**src/rtl/i2c_target_rx_if.sv**
```systemverilog
// Bus-side and stream-side signals of the I2C write receiver.
// slave = the receiver itself; master = the pads plus the byte consumer.
interface i2c_target_rx_if;
    logic       scl_in;
    logic       sda_in;
    logic       scl_hold;
    logic       sda_pull;
    logic [7:0] rx_data;
    logic       rx_valid;
    logic       rx_ready;
    logic       addressed;
    logic       busy;

    // Stream: a byte moves on any clk edge where rx_valid && rx_ready; rx_data is stable while rx_valid=1.
    modport slave (
        input  scl_in, sda_in, rx_ready,
        output scl_hold, sda_pull, rx_data, rx_valid, addressed, busy
    );

    modport master (
        output scl_in, sda_in, rx_ready,
        input  scl_hold, sda_pull, rx_data, rx_valid, addressed, busy
    );
endinterface

```
**src/rtl/i2c_target_rx.sv**
```systemverilog
// Target-side I2C write receiver: address match, ACK, byte stream out,
// and SCL stretching while the consumer is not ready.
module i2c_target_rx #(
    parameter logic [6:0] ADDR = 7'h50
) (
    input  logic                  clk,
    input  logic                  rst,
    i2c_target_rx_if.slave        bus,
    output logic [2:0]            state_o
);

    typedef enum logic [2:0] {
        S_IDLE     = 3'd0,
        S_ADDR     = 3'd1,
        S_ADDR_ACK = 3'd2,
        S_DATA     = 3'd3,
        S_DATA_ACK = 3'd4,
        S_HOLD     = 3'd5,
        S_IGNORE   = 3'd6
    } state_e;

    state_e     state_q, state_d;
    logic       scl_s1_q, scl_s2_q, scl_prev_q;
    logic       sda_s1_q, sda_s2_q, sda_prev_q;
    logic [3:0] cnt_q, cnt_d;
    logic [7:0] shift_q, shift_d;
    logic [7:0] rx_data_q, rx_data_d;
    logic       rx_valid_q, rx_valid_d;
    logic       sda_pull_q, sda_pull_d;
    logic       scl_hold_q, scl_hold_d;
    logic       addressed_q, addressed_d;
    logic       busy_q, busy_d;

    logic scl_rise, scl_fall, start_det, stop_det, handshake, can_load;

    // Synchronizers idle high so a reset never fabricates a bus event.
    always_ff @(posedge clk) begin
        if (rst) begin
            scl_s1_q   <= 1'b1;
            scl_s2_q   <= 1'b1;
            scl_prev_q <= 1'b1;
            sda_s1_q   <= 1'b1;
            sda_s2_q   <= 1'b1;
            sda_prev_q <= 1'b1;
        end else begin
            scl_s1_q   <= bus.scl_in;
            scl_s2_q   <= scl_s1_q;
            scl_prev_q <= scl_s2_q;
            sda_s1_q   <= bus.sda_in;
            sda_s2_q   <= sda_s1_q;
            sda_prev_q <= sda_s2_q;
        end
    end

    assign scl_rise  = scl_s2_q & ~scl_prev_q;
    assign scl_fall  = ~scl_s2_q & scl_prev_q;
    assign start_det = scl_s2_q & scl_prev_q & sda_prev_q & ~sda_s2_q;
    assign stop_det  = scl_s2_q & scl_prev_q & ~sda_prev_q & sda_s2_q;
    assign handshake = rx_valid_q & bus.rx_ready;
    assign can_load  = ~rx_valid_q | bus.rx_ready;

    always_ff @(posedge clk) begin
        if (rst) begin
            state_q     <= S_IDLE;
            cnt_q       <= 4'd0;
            shift_q     <= 8'h00;
            rx_data_q   <= 8'h00;
            rx_valid_q  <= 1'b0;
            sda_pull_q  <= 1'b0;
            scl_hold_q  <= 1'b0;
            addressed_q <= 1'b0;
            busy_q      <= 1'b0;
        end else begin
            state_q     <= state_d;
            cnt_q       <= cnt_d;
            shift_q     <= shift_d;
            rx_data_q   <= rx_data_d;
            rx_valid_q  <= rx_valid_d;
            sda_pull_q  <= sda_pull_d;
            scl_hold_q  <= scl_hold_d;
            addressed_q <= addressed_d;
            busy_q      <= busy_d;
        end
    end

    always_comb begin
        state_d     = state_q;
        cnt_d       = cnt_q;
        shift_d     = shift_q;
        rx_data_d   = rx_data_q;
        rx_valid_d  = rx_valid_q;
        sda_pull_d  = sda_pull_q;
        scl_hold_d  = scl_hold_q;
        addressed_d = addressed_q;
        busy_d      = busy_q;

        // Handshake completes regardless of bus events; a same-cycle load below re-sets rx_valid.
        if (handshake) rx_valid_d = 1'b0;

        if (start_det) begin
            state_d     = S_ADDR;
            cnt_d       = 4'd0;
            shift_d     = 8'h00;
            busy_d      = 1'b1;
            addressed_d = 1'b0;
            sda_pull_d  = 1'b0;
            scl_hold_d  = 1'b0;
        end else if (stop_det) begin
            state_d     = S_IDLE;
            busy_d      = 1'b0;
            addressed_d = 1'b0;
            sda_pull_d  = 1'b0;
            scl_hold_d  = 1'b0;
        end else begin
            case (state_q)
                S_ADDR: begin
                    if (scl_rise && cnt_q != 4'd8) begin
                        shift_d = {shift_q[6:0], sda_s2_q};
                        cnt_d   = cnt_q + 4'd1;
                    end else if (scl_fall && cnt_q == 4'd8) begin
                        if (shift_q[7:1] == ADDR && !shift_q[0]) begin
                            sda_pull_d  = 1'b1;
                            addressed_d = 1'b1;
                            state_d     = S_ADDR_ACK;
                        end else begin
                            state_d = S_IGNORE;
                        end
                    end
                end
                S_ADDR_ACK, S_DATA_ACK: begin
                    if (scl_fall) begin
                        sda_pull_d = 1'b0;
                        cnt_d      = 4'd0;
                        shift_d    = 8'h00;
                        state_d    = S_DATA;
                    end
                end
                S_DATA: begin
                    if (scl_rise && cnt_q != 4'd8) begin
                        shift_d = {shift_q[6:0], sda_s2_q};
                        cnt_d   = cnt_q + 4'd1;
                    end else if (scl_fall && cnt_q == 4'd8) begin
                        if (can_load) begin
                            rx_data_d  = shift_q;
                            rx_valid_d = 1'b1;
                            sda_pull_d = 1'b1;
                            state_d    = S_DATA_ACK;
                        end else begin
                            scl_hold_d = 1'b1;
                            state_d    = S_HOLD;
                        end
                    end
                end
                S_HOLD: begin
                    // ACK and hold release land on the same edge, so SDA is low before SCL can rise.
                    if (can_load) begin
                        rx_data_d  = shift_q;
                        rx_valid_d = 1'b1;
                        sda_pull_d = 1'b1;
                        scl_hold_d = 1'b0;
                        state_d    = S_DATA_ACK;
                    end
                end
                default: ;
            endcase
        end
    end

    assign bus.scl_hold  = scl_hold_q;
    assign bus.sda_pull  = sda_pull_q;
    assign bus.rx_data   = rx_data_q;
    assign bus.rx_valid  = rx_valid_q;
    assign bus.addressed = addressed_q;
    assign bus.busy      = busy_q;
    assign state_o       = state_q;

endmodule

```
**src/flat_wrapper.sv**
```systemverilog
// flat-port wrapper written by rule: the top's interface ports become plain ports
module i2c_target_rx_flat 
#(
    parameter logic [6:0] ADDR = 7'h50
)
  (clk, rst, state_o, bus_scl_in, bus_sda_in, bus_rx_ready, bus_scl_hold, bus_sda_pull, bus_rx_data, bus_rx_valid, bus_addressed, bus_busy);
  i2c_target_rx_if bus_i ();
  input  logic clk;
  input  logic rst;
  output logic [2:0] state_o;
  input wire logic [$bits(bus_i.scl_in)-1:0] bus_scl_in;
  input wire logic [$bits(bus_i.sda_in)-1:0] bus_sda_in;
  input wire logic [$bits(bus_i.rx_ready)-1:0] bus_rx_ready;
  output wire logic [$bits(bus_i.scl_hold)-1:0] bus_scl_hold;
  output wire logic [$bits(bus_i.sda_pull)-1:0] bus_sda_pull;
  output wire logic [$bits(bus_i.rx_data)-1:0] bus_rx_data;
  output wire logic [$bits(bus_i.rx_valid)-1:0] bus_rx_valid;
  output wire logic [$bits(bus_i.addressed)-1:0] bus_addressed;
  output wire logic [$bits(bus_i.busy)-1:0] bus_busy;
  assign bus_i.scl_in = bus_scl_in;
  assign bus_i.sda_in = bus_sda_in;
  assign bus_i.rx_ready = bus_rx_ready;
  assign bus_scl_hold = bus_i.scl_hold;
  assign bus_sda_pull = bus_i.sda_pull;
  assign bus_rx_data = bus_i.rx_data;
  assign bus_rx_valid = bus_i.rx_valid;
  assign bus_addressed = bus_i.addressed;
  assign bus_busy = bus_i.busy;
  i2c_target_rx #(.ADDR(ADDR)) u_core (.clk(clk), .rst(rst), .bus(bus_i), .state_o(state_o));
endmodule
```
**config.mk**
```make
export PLATFORM = sky130hd
export DESIGN_NAME = i2c_target_rx_flat
export DESIGN_NICKNAME = d
export VERILOG_FILES = /design/src/rtl/i2c_target_rx_if.sv /design/src/rtl/i2c_target_rx.sv /design/src/flat_wrapper.sv
export SDC_FILE = /design/constraint.sdc
export NUM_CORES = 1
export LEC_CHECK = 0
export CAP_MARGIN = 20
export CORE_MARGIN = 4
export CORE_UTILIZATION = 50
export DETAILED_ROUTE_END_ITERATION = 12
export DONT_BUFFER_PORTS = 1
export PLACE_DENSITY_LB_ADDON = 0.15
export SYNTH_ARGS = -nofsm -noshare
export SYNTH_HDL_FRONTEND = slang
export SYNTH_SLANG_ARGS = --single-unit
```
**constraint.sdc**
```tcl
create_clock -name clk -period 4.55 [get_ports clk]
set_clock_uncertainty 0.05 [all_clocks]
set_input_delay 0.91 -clock clk [delete_from_list [all_inputs] [get_ports clk]]
set_output_delay 0.91 -clock clk [all_outputs]
set_load 0.05 [all_outputs]
```
==> run metrics <==
largest net degree at the start of global routing 30; DR vias between 1,000 and 1,500; multi-input logic area between 900 and 1000 um2; first-pass GRT wire length 5400 um; crit path time final 2.33 ns; Ports 21; drt drc 0; Avg WL per Cell about 14 um; P_sw roughly 120 uW; chip height 66.6 um; number of max-cap violations 0; CP Max Fanout 20; Cell Area, Placed ~1700 um2; CP Launch Type flip-flop; Sequential Power Share 56.8%; fin nets roughly 190; via/cell ratio a little under 6; register area ~680 um2; CTS Buf Count 5; status complete, no violations; Clk pin slew, worst setup/hold paths roughly 0.090 ns; CTS tree built; post-synth net total 199; share of layout cells above drive strength 1 11.7%; ys async rst share 0%; hold slack roughly 0.37 ns; HP Class reg -> reg; Worst EP required 3.59 ns; Area Growth Syn to Fin 3.43%; port bufs 0; Top FF cell, synth dfxtp_1; Setup TNS 0 ns; root buf cell clkbuf_4; top achievable clock speed between 400 and 500 MHz; worst setup margin about 2.2 ns; Core Rows 21; Switching Share 21.8%; Clk pwr share between 30% and 40%; Synth Instances about 190; PwrDens approximately 310 nW/um2; yosys warns 0; Worst Setup End Kind primary output; CTS Hold Bufs 0; Die ar. between 4000 and 5000 um2; slew of the pin with the lowest slew margin approximately 1.1 ns; Initial Util slightly above 50%; Int Pwr between 400 and 500 uW; Setup Crit Path Kind reg -> out; GRT Total Usage 16.0%; drt pass-1 iters 5; Core Area 3340 um2; initial antenna violation count 0; count leader, synth dfxtp_1; syn_area_per_cell a little under 9 um2; final hold violation count 0; RSZ-0062 raised after global routing no; max_slew headroom roughly 29%; Period Utilization, post-route about half; # resized after CTS 0; Commonest cells post-synth dfxtp_1, nand2b_1, o21ai_0, a21oi_1; post-CTS setup buffer count 0; Synth top area share 39.7%; post-synth top area cell dfxtp_1; sequential fraction of the synthesis area 39.7%; Worst-Skew Late Latency between 0.3 and 0.4 ns; Synth area leaders dfxtp_1, nand2b_1, mux2i_1, o21ai_0, a21oi_1; cell area after layout 1770 um2; combinational cell fraction of total power 3.8%; Clock Sinks 34; grt ovf 0; EDFF count, synth 0; H-tree depth 2; maximum vdd drop roughly 0.16 mV; Fill cells 323; synth unique cells 49; routability cong. approximately 0.79; number of diodes 0; Starting DRT DRC Count 107; FF+latch count, synth 34; DP HPWL between 2000 and 2500 um; # setup viols final 0; Leak about 0.00060 uW; Slew Limit Fails 0; DRT antenna net count 0; dpl ws between 2 and 2.5 ns; Non-Filler Instances approximately 230; drt total wl roughly 3400 um; placed insts 226; synthesized area ~1700 um2; number of global-route vias before repair roughly 1,100; CP Data Arrival Time around 1.4 ns; Die W 66.6 um; CTS max path bufs 2
==> metrics by stage <==
| step | total power, uW | util (%) |
|---|---|---|
| 3_5_place_dp | 338 | 50.9 |
| 6_report | 547 | 53.2 |
| 5_1_grt | 568 | 53.2 |
| 3_3_place_gp | 338 | 50.9 |
| 2_1_floorplan | 338 | - |
| 4_1_cts | 552 | 53.2 |
==> layer usage <==
| metal | part of all wire (%) | track usage (%) |
|---|---|---|
| met3 | 4.7 | 5.23 |
| met5 | 0 | 0 |
| met1 | 47 | 21.2 |
| met4 | 1.7 | 6.85 |
| met2 | 46 | 23.6 |
==> flip-flops by register name, summed over array words and instances (netlist names) <==
name	count
u_core.bus.rx_valid	1
u_core.sda_s1_q	1
u_core.bus.addressed	1
u_core.cnt_q	4
u_core.scl_prev_q	1
u_core.bus.sda_pull	1
u_core.shift_q	8
u_core.sda_prev_q	1
u_core.bus.scl_hold	1
u_core.sda_s2_q	1
u_core.scl_s1_q	1
u_core.bus.busy	1
u_core.bus.rx_data	8
u_core.state_o	3
u_core.scl_s2_q	1
==> power by group through the flow <==
stage,combinational [uW],clock [uW],sequential [uW]
2_1_floorplan,24.3,0,314
3_3_place_gp,20.4,0,317
3_5_place_dp,20.8,0,317
4_1_cts,20.9,220,310
5_1_grt,23.1,233,311
6_report,20.9,215,310
==> final cells by class <==
cell class,count,share of cell area (%)
clock buffers,7,2.54
flip-flops and latches,34,38.4
multi-input cells,142,53.3
well taps,46,3.24
clock inverters,1,1.69
inverters,4,0.846
==> layout by cell type, fill, tap and decap left out, types with 3 or more instances in the layout <==
master and count:
dfxtp_1 34, nand2b_1 22, o21ai_0 16, a21oi_1 15
nand2_1 10, mux2i_1 10, nand3_1 10, or2_2 7
nor2_1 6, clkbuf_4 5, inv_1 4, nor3_1 3
==> logic make-up after synthesis <==
logic type | share of synthesized area, %
and+or+nand+nor | 27.6
AOI/OAI and AO/OA | 19.2
DFF | 39.7
buffers and inverters | 5.18
muxes | 5.84
xor gates and xnor gates | 1.02
adders and majority gates | 1.46
==> final timing paths <==
check	start	endpoint	slack, ns	cells past startpoint
worst min-delay path	u_core.scl_s1_q$_SDFF_PP1_	u_core.scl_s2_q$_SDFF_PP1_	0.37	1
worst max register to register	u_core.state_o[2]$_SDFFE_PP0P_	u_core.bus.rx_data[6]$_SDFFE_PP0P_	2.25	4
worst min register to register	u_core.scl_s1_q$_SDFF_PP1_	u_core.scl_s2_q$_SDFF_PP1_	0.37	1
worst max-delay path	u_core.state_o[2]$_SDFFE_PP0P_	state_o[2]	2.22	0
(Power assumes the default switching activity.)
